### config.mk
export PLATFORM = sky130hd
export DESIGN_NAME = fetch_unit
export DESIGN_NICKNAME = d
export VERILOG_FILES = /design/src/rtl/fetch_unit.sv
export SDC_FILE = /design/constraint.sdc
export NUM_CORES = 1
export LEC_CHECK = 0
export ABC_CLOCK_PERIOD_IN_PS = 5700
export BUFFER_PORTS_ARGS = -buffer_cell sky130_fd_sc_hd__buf_4
export CORE_ASPECT_RATIO = 0.7
export CORE_MARGIN = 5
export CORE_UTILIZATION = 45
export DETAILED_ROUTE_END_ITERATION = 16
export PLACE_DENSITY = 0.65
export SLEW_MARGIN = 40
export SYNTH_ARGS = -nofsm -noshare
export SYNTH_HDL_FRONTEND = slang
export SYNTH_SLANG_ARGS = --single-unit
### constraint.sdc
create_clock -name write_clk -period 5.7 [get_ports write_clk]
set_input_delay 0.855 -clock write_clk [delete_from_list [all_inputs] [get_ports write_clk]]
set_output_delay 0.855 -clock write_clk [all_outputs]
set_load 0.05 [all_outputs]
### src/rtl/fetch_unit.sv
// Instruction fetch stage for the LEGv8 pipeline: owns the fetch PC, drives a
// one-cycle-latency instruction memory and buffers returned words for decode.
module fetch_unit #(
  parameter int              WORD      = 64,
  parameter int              INSTR_LEN = 32,
  parameter logic [WORD-1:0] RESET_PC  = '0
) (
  input  logic                 write_clk,
  input  logic                 reset_n,
  output logic                 imem_req,
  output logic [WORD-1:0]      imem_addr,
  input  logic [INSTR_LEN-1:0] imem_rdata,
  input  logic                 redirect,
  input  logic [WORD-1:0]      redirect_pc,
  input  logic                 dec_ready,
  output logic                 instr_valid,
  output logic [INSTR_LEN-1:0] instruction,
  output logic [WORD-1:0]      cur_pc_out
);

  logic [WORD-1:0]      fetch_pc_q, fetch_pc_d;
  logic                 run_q, run_d;
  logic                 inflight_q, inflight_d;
  logic [WORD-1:0]      inflight_pc_q, inflight_pc_d;
  logic                 squash_q, squash_d;
  logic [1:0]           count_q, count_d;
  logic                 head_q, head_d;
  logic                 tail_q, tail_d;
  logic [INSTR_LEN-1:0] q_instr_q [2];
  logic [INSTR_LEN-1:0] q_instr_d [2];
  logic [WORD-1:0]      q_pc_q [2];
  logic [WORD-1:0]      q_pc_d [2];
  logic [INSTR_LEN-1:0] last_instr_q, last_instr_d;
  logic [WORD-1:0]      last_pc_q, last_pc_d;

  logic       pop;
  logic       push;
  logic [2:0] occupancy;

  // Head view falls back to the last presented entry so outputs hold when empty.
  always_comb begin
    instr_valid = (count_q != 2'd0);
    instruction = instr_valid ? q_instr_q[head_q] : last_instr_q;
    cur_pc_out  = instr_valid ? q_pc_q[head_q] : last_pc_q;
    imem_addr   = fetch_pc_q;
    pop         = instr_valid & dec_ready;
    push        = inflight_q & ~squash_q & ~redirect;
    occupancy   = 3'(count_q) + 3'(inflight_q) - 3'(pop);
    imem_req    = run_q & ~redirect & (occupancy < 3'd2);
  end

  always_comb begin
    fetch_pc_d    = fetch_pc_q;
    run_d         = 1'b1;
    inflight_d    = 1'b0;
    inflight_pc_d = inflight_pc_q;
    squash_d      = squash_q;
    count_d       = count_q;
    head_d        = head_q;
    tail_d        = tail_q;
    q_instr_d     = q_instr_q;
    q_pc_d        = q_pc_q;
    last_instr_d  = instruction;
    last_pc_d     = cur_pc_out;

    if (redirect) begin
      // Flush everything, including the return arriving this very cycle.
      count_d    = 2'd0;
      head_d     = 1'b0;
      tail_d     = 1'b0;
      squash_d   = 1'b0;
      fetch_pc_d = redirect_pc & ~WORD'(3);
    end else begin
      if (push) begin
        q_instr_d[tail_q] = imem_rdata;
        q_pc_d[tail_q]    = inflight_pc_q;
        tail_d            = ~tail_q;
      end
      if (pop) begin
        head_d = ~head_q;
      end
      count_d = count_q + 2'(push) - 2'(pop);
      if (imem_req) begin
        fetch_pc_d    = fetch_pc_q + WORD'(4);
        inflight_d    = 1'b1;
        inflight_pc_d = fetch_pc_q;
      end
    end
  end

  always_ff @(posedge write_clk or negedge reset_n) begin
    if (!reset_n) begin
      fetch_pc_q    <= RESET_PC;
      run_q         <= 1'b0;
      inflight_q    <= 1'b0;
      inflight_pc_q <= '0;
      squash_q      <= 1'b0;
      count_q       <= 2'd0;
      head_q        <= 1'b0;
      tail_q        <= 1'b0;
      last_instr_q  <= '0;
      last_pc_q     <= '0;
      for (int i = 0; i < 2; i++) begin
        q_instr_q[i] <= '0;
        q_pc_q[i]    <= '0;
      end
    end else begin
      fetch_pc_q    <= fetch_pc_d;
      run_q         <= run_d;
      inflight_q    <= inflight_d;
      inflight_pc_q <= inflight_pc_d;
      squash_q      <= squash_d;
      count_q       <= count_d;
      head_q        <= head_d;
      tail_q        <= tail_d;
      last_instr_q  <= last_instr_d;
      last_pc_q     <= last_pc_d;
      for (int i = 0; i < 2; i++) begin
        q_instr_q[i] <= q_instr_d[i];
        q_pc_q[i]    <= q_pc_d[i];
      end
    end
  end

endmodule

# Word level (Yosys, flattened, before mapping)
# Index checks and enable logic that the tools add are counted.
# word_totals
ff_bits,422
latchBits,0
ramBits,0
romBits,0
input_bits,100
out_inout_bits,162
wordCells,61
n_memories,0
# op_classes
n_addsub,5
n_mul,0
div_mod_pow,0
n_lt_le_gt_ge,4
eq_ne,0
n_shift,0
mux,23
n_bitwise,9
n_reduce_logical,7
# ops
op,n
2-to-1 mux 64 bit,7
2-to-1 mux 32 bit,5
bitwise mux 128 bit,1
adder 64 x 3 -> 64 bit (second input constant),1
bitwise mux 64 bit,1
demux 64 bit (select 1 bit),1
demux 32 bit (select 1 bit),1
nonzero test 2 bit,4
2-to-1 mux 1 bit,6
AND 1 bit,4
greater-or-equal comparator 2 bit (second input constant),2
inverter 1 -> 2 bit,2
AND reduction 2 bit,2
adder 2 x 1 -> 3 bit,1
less-than comparator 3 x 2 -> 1 bit (second input constant),1
inverter 1 bit,3
subtractor 3 x 1 -> 3 bit,1
adder 2 x 1 -> 2 bit,1
less-than comparator 2 x 1 -> 1 bit (second input constant),1
2-to-1 mux 2 bit,1
subtractor 2 x 1 -> 2 bit,1
logical AND 1 bit,1

# Longest topological paths before layout
# logic_depth
ltp_word,7
depth_mapped,15
ltp_nobuf,11

# Least setup slack after synthesis
# OpenSTA, ideal clock, no wires.
# synth_path
path_kind,register -> output
startpoint,reg count_q[1]
endpoint,out imem_req
arrival_ps,3476
t_required_ps,4845
path_slack_ps,1369
stages_incl_launch_ff,11
path_buffers,2
path_cell_list,dfrtp_1 > nor2_1 > clkbuf_1 > inv_1 > nand2_1 > nor2_1 > o21ai_0 > fa_1 > nand2_1 > nor3_1 > clkbuf_1
# synth_via
elab_chain_cells,5
elab_cells_between_ends,6
cone_classes,add/sub (2); order compare (1); bitwise (2); reduce/logical (1)
# synth_lines
item,line,text
"start, declared",26,"logic [1:0] count_q, count_d;"
"start signal, assigned",113,count_q <= count_d;
nonzero test 2 bit,42,instr_valid = (count_q != 2'd0);
net instr_valid,16,"output logic instr_valid,"
AND 1 bit,46,pop = instr_valid & dec_ready;
subtractor 3 x 1 -> 3 bit,48,occupancy = 3'(count_q) + 3'(inflight_q) - 3'(pop);
less-than comparator 3 x 2 -> 1 bit,49,imem_req = run_q & ~redirect & (occupancy < 3'd2);
AND 1 bit,49,
"end, declared",10,"output logic imem_req,"
# The timed path passes the listed nets, and every way through them passes these cells.

# Worst setup path in the final report
# layout_path
startpoint,reg count_q[1]
endpoint,out imem_req
# layout_via
elab_chain_cells,5
elab_cells_between_ends,6
cone_classes,add/sub (2); order compare (1); bitwise (2); reduce/logical (1)
# layout_lines
item,line
"parallel branches: the longest is 2 deep, another holds adder 2 x 1 -> 3 bit",--
subtractor 3 x 1 -> 3 bit *,48
less-than comparator 3 x 2 -> 1 bit *,49
AND 1 bit *,49
# Every way passes the cells marked *.

==> results.py <==
metrics = {
    "layout": {
        "nets": 1765,
        "multi_input_area_um2": 6910,
        "drive_above_1_share_pct": 35.1,
        "antenna_cells": 0,
        "ff_latch_area_um2": 10400,
        "final_common_cell": "dfrtp_1",
        "num-fill-cells": 3285,
        "mostFrequentLayoutCells": "dfrtp_1 (413), buf_4 (266), mux2_2 (250)",
        "syn_to_final_growth_pct": 22.0,
    },
    "status": {
        "outcome": "finished clean",
    },
    "global_route": {
        "grt_pass1_wl_um": 69800,
        "track_usage_pct": 20.2,
        "grt_pass1_vias": 12123,
        "grt_max_degree": 123,
        "grt-ovfl-total": 0,
        "antenna_found_initial": 0,
    },
    "synthesis": {
        "synthArstFlopShare_pct": 100,
        "synth_flop_cell": "dfrtp_1",
        "seq_area_frac_synth_pct": 58.9,
        "yosysWarnings": 0,
        "synth.distinct_cells": 41,
        "syn_area_um2": 17600,
        "synth-edff-count": 0,
        "ys_seq_elements": 414,
        "syn_area_per_cell_um2": 12.3,
        "synthCells": 1426,
    },
    "clocking": {
        "clk_latency_ns": 0.54,
        "cts_sinks": 414,
        "post_cts_buffers": 0,
        "cts_tree": "yes",
        "clockRootBuffer": "clkbuf_16",
        "htreeDepth": 2,
        "path_clk_slew_ns": 0.06,
        "cts_made_buffers": 42,
        "clockBufferDepth": 3,
        "cts-resized-gates": 0,
        "hold_buffers": 0,
    },
    "route": {
        "first_pass_iters": 5,
        "drt_iter0_markers": 735,
        "ant_nets": 0,
        "drt_wl_total_um": 43900,
        "wl_per_cell_um": 19.8,
        "viasPerCell": 5.43,
        "drc": 0,
        "vias": 12043,
    },
    "place": {
        "portBuffers": 257,
        "dpl.hpwl_um": 29100,
        "gp_congestion": 0.803,
        "place_ws_ns": 1.88,
    },
    "critical_path": {
        "critPathLaunchType": "flip-flop",
        "cp_max_fo": 5,
        "required_ns": 4.85,
        "crit_chain": "nor2_4, inv_1, nand2_1, nor2_1, o21ai_0, fa_1, nand2_1, nor3_2, buf_4",
        "r2r_start": "count_q[1]",
        "critical_path_class": "reg -> out",
        "cpPeakStageDelay_ns": 0.60,
        "crit_arrival_ns": 3.20,
        "crit_path_end_kind": "output port",
        "worst_path_most_repeated_cell": "nand2_1",
        "crit_slowest_cell": "nor3_2",
        "crit_path_start": "count_q[1]",
    },
    "worst_hold_path": {
        "min_path_type": "in -> async",
    },
    "floorplan": {
        "die_area_um2": 43200,
        "die_w_um": 246,
        "core_area_um2": 38500,
        "die_height_um": 175,
        "placementRows": 60,
        "pin_count": 262,
        "initial_core_util_pct": 45.7,
    },
    "sta": {
        "period_minus_slack_ns": 4.06,
        "hold_viol": 0,
        "setup-tns-final_ns": 0,
        "fmax_mhz": 247,
        "rsz0062_at_grt": "no",
        "period_share_pct": 71.2,
        "tightestPinTransition_ns": 0.822,
        "max-slew-margin-rel_pct": 45.0,
        "finalSetupViolCount": 0,
        "fin_ws_ns": 1.64,
        "maxSlewViolCount": 0,
        "skew_ns": 0.0156,
    },
    "pwr": {
        "ir_worst_vdd_mv": 0.476,
        "powerDensity_nw_per_um2": 583,
        "power_leakage_nw": 9.53,
    },
    "job": {
        "drv_cap": 0,
    },
}
state kept, by name, summed over array words and instances (netlist names):
register and count:
q_pc_q 124, q_instr_q 64, last_pc_q 64, inflight_pc_q 62, head_q 1, tail_q 1, inflight_q 1, run_q 1
imem_addr 62, last_instr_q 32, count_q 2
final timing paths:
kind / cells past startpoint / slack (ns) / end
setup / recovery: 9 / 1.64 / imem_req
hold / removal: 1 / 0.22 / last_pc_q[21]
setup reg to reg: 11 / 2.13 / imem_addr[45]
hold reg to reg: 1 / 0.48 / last_pc_q[0]
max in group asynchronous: 3 / 4.04 / q_instr_q[60]
min in group write_clk: 1 / 0.48 / last_pc_q[0]
per-layer routing:
layer / up-vias / part of all wire [%] / wire (µm) / GRT usage, %
met5: - / 0 / 0 / 0
met1: 6062 / 46 / 20100 / 29.5
met2: 359 / 45 / 19800 / 30.9
met3: 71 / 7.1 / 3120 / 4.70
li1: 5551 / - / - / -
met4: 0 / 2.1 / 928 / 4.79
metrics by stage:
| stage | utilization, % | instance area (µm²) | hold WS, ns | power, mW | std cells |
|---|---|---|---|---|---|
| 3_3_place_gp | 52.1 | 20100 | 0.466 | 9.76 | 2142 |
| 6_report | 55.8 | 21500 | 0.223 | 12.5 | 2217 |
| 4_1_cts | 55.7 | 21400 | 0.212 | 12.7 | 2216 |
| 5_1_grt | 55.8 | 21500 | 0.230 | 13.2 | 2217 |
| 3_5_place_dp | 52.2 | 20100 | 0.471 | 9.92 | 2143 |
| 2_1_floorplan | - | 17600 | 0.479 | 8.27 | 1427 |
logic make-up (layout without fill, tap and decap cells):
logic type,count (synthesis),in the layout,synth area share (%)
DFF,414,414,58.9
xor gates and xnor gates,38,38,1.89
AOI/OAI and AO/OA,177,177,5.51
and+or+nand+nor,351,351,9.75
adders and majority gates,4,4,0.327
other,2,3,0.0427
buffers and inverters,93,356,2.08
muxes,347,347,21.5
layout make-up:
cell class	count	share of cell area [%]
inverter	8	0.140
multi-input combinational	920	32.2
sequential	414	48.3
timing repair buffer	275	10.1
tap	527	3.07
clock inverter	7	0.443
clock buffer	66	5.79
cell usage after synthesis (2+ instances only):
master    number  area [µm²]
buf_2          2        10.0
xor2_1        18         158
nor4_1        14        87.6
or3_1         10        62.6
dfrtp_1      414       10400
nand2_1      158         593
a22oi_1        4        30.0
and4_1         8        70.1
and2_1         7        43.8
mux2i_1       96         961
inv_1          7        26.3
a31oi_1       21         131
or4_1         17         128
clkbuf_1      69         259
o31ai_1        9        67.6
buf_1         11        41.3
mux2_2       250        2820
nand4b_1       3        26.3
nor3_1        11        55.1
and3_1        10        62.6
ha_1           3        37.5
nor2_1        38         143
a221o_1        3        30.0
nand4_1       33         206
buf_4          2        15.0
conb_1         2        7.51
nand3_1       32         160
nor2b_1        7        43.8
o21ai_0      136         681
xnor2_1       20         175
where the power goes:
part / total [mW] / leakage, nW / internal [mW] / switching (mW)
sequential: 4.75 / 5.13 / 4.08 / 0.665
combinational: 5.07 / 3.75 / 1.82 / 3.25
clock: 2.71 / 0.650 / 1.58 / 1.12
total: 12.5 / 9.53 / 7.49 / 5.04
critical path, delay by kind of cell, from the launching register on:
family                     cells  cell delay (ns)
and+or+nand+nor                5             1.08
DFF                            1             0.51
adders and majority gates      1             0.51
buffers and inverters          2             0.39
AOI/OAI and AO/OA              1             0.15
Power figures use the tool's default switching activity.
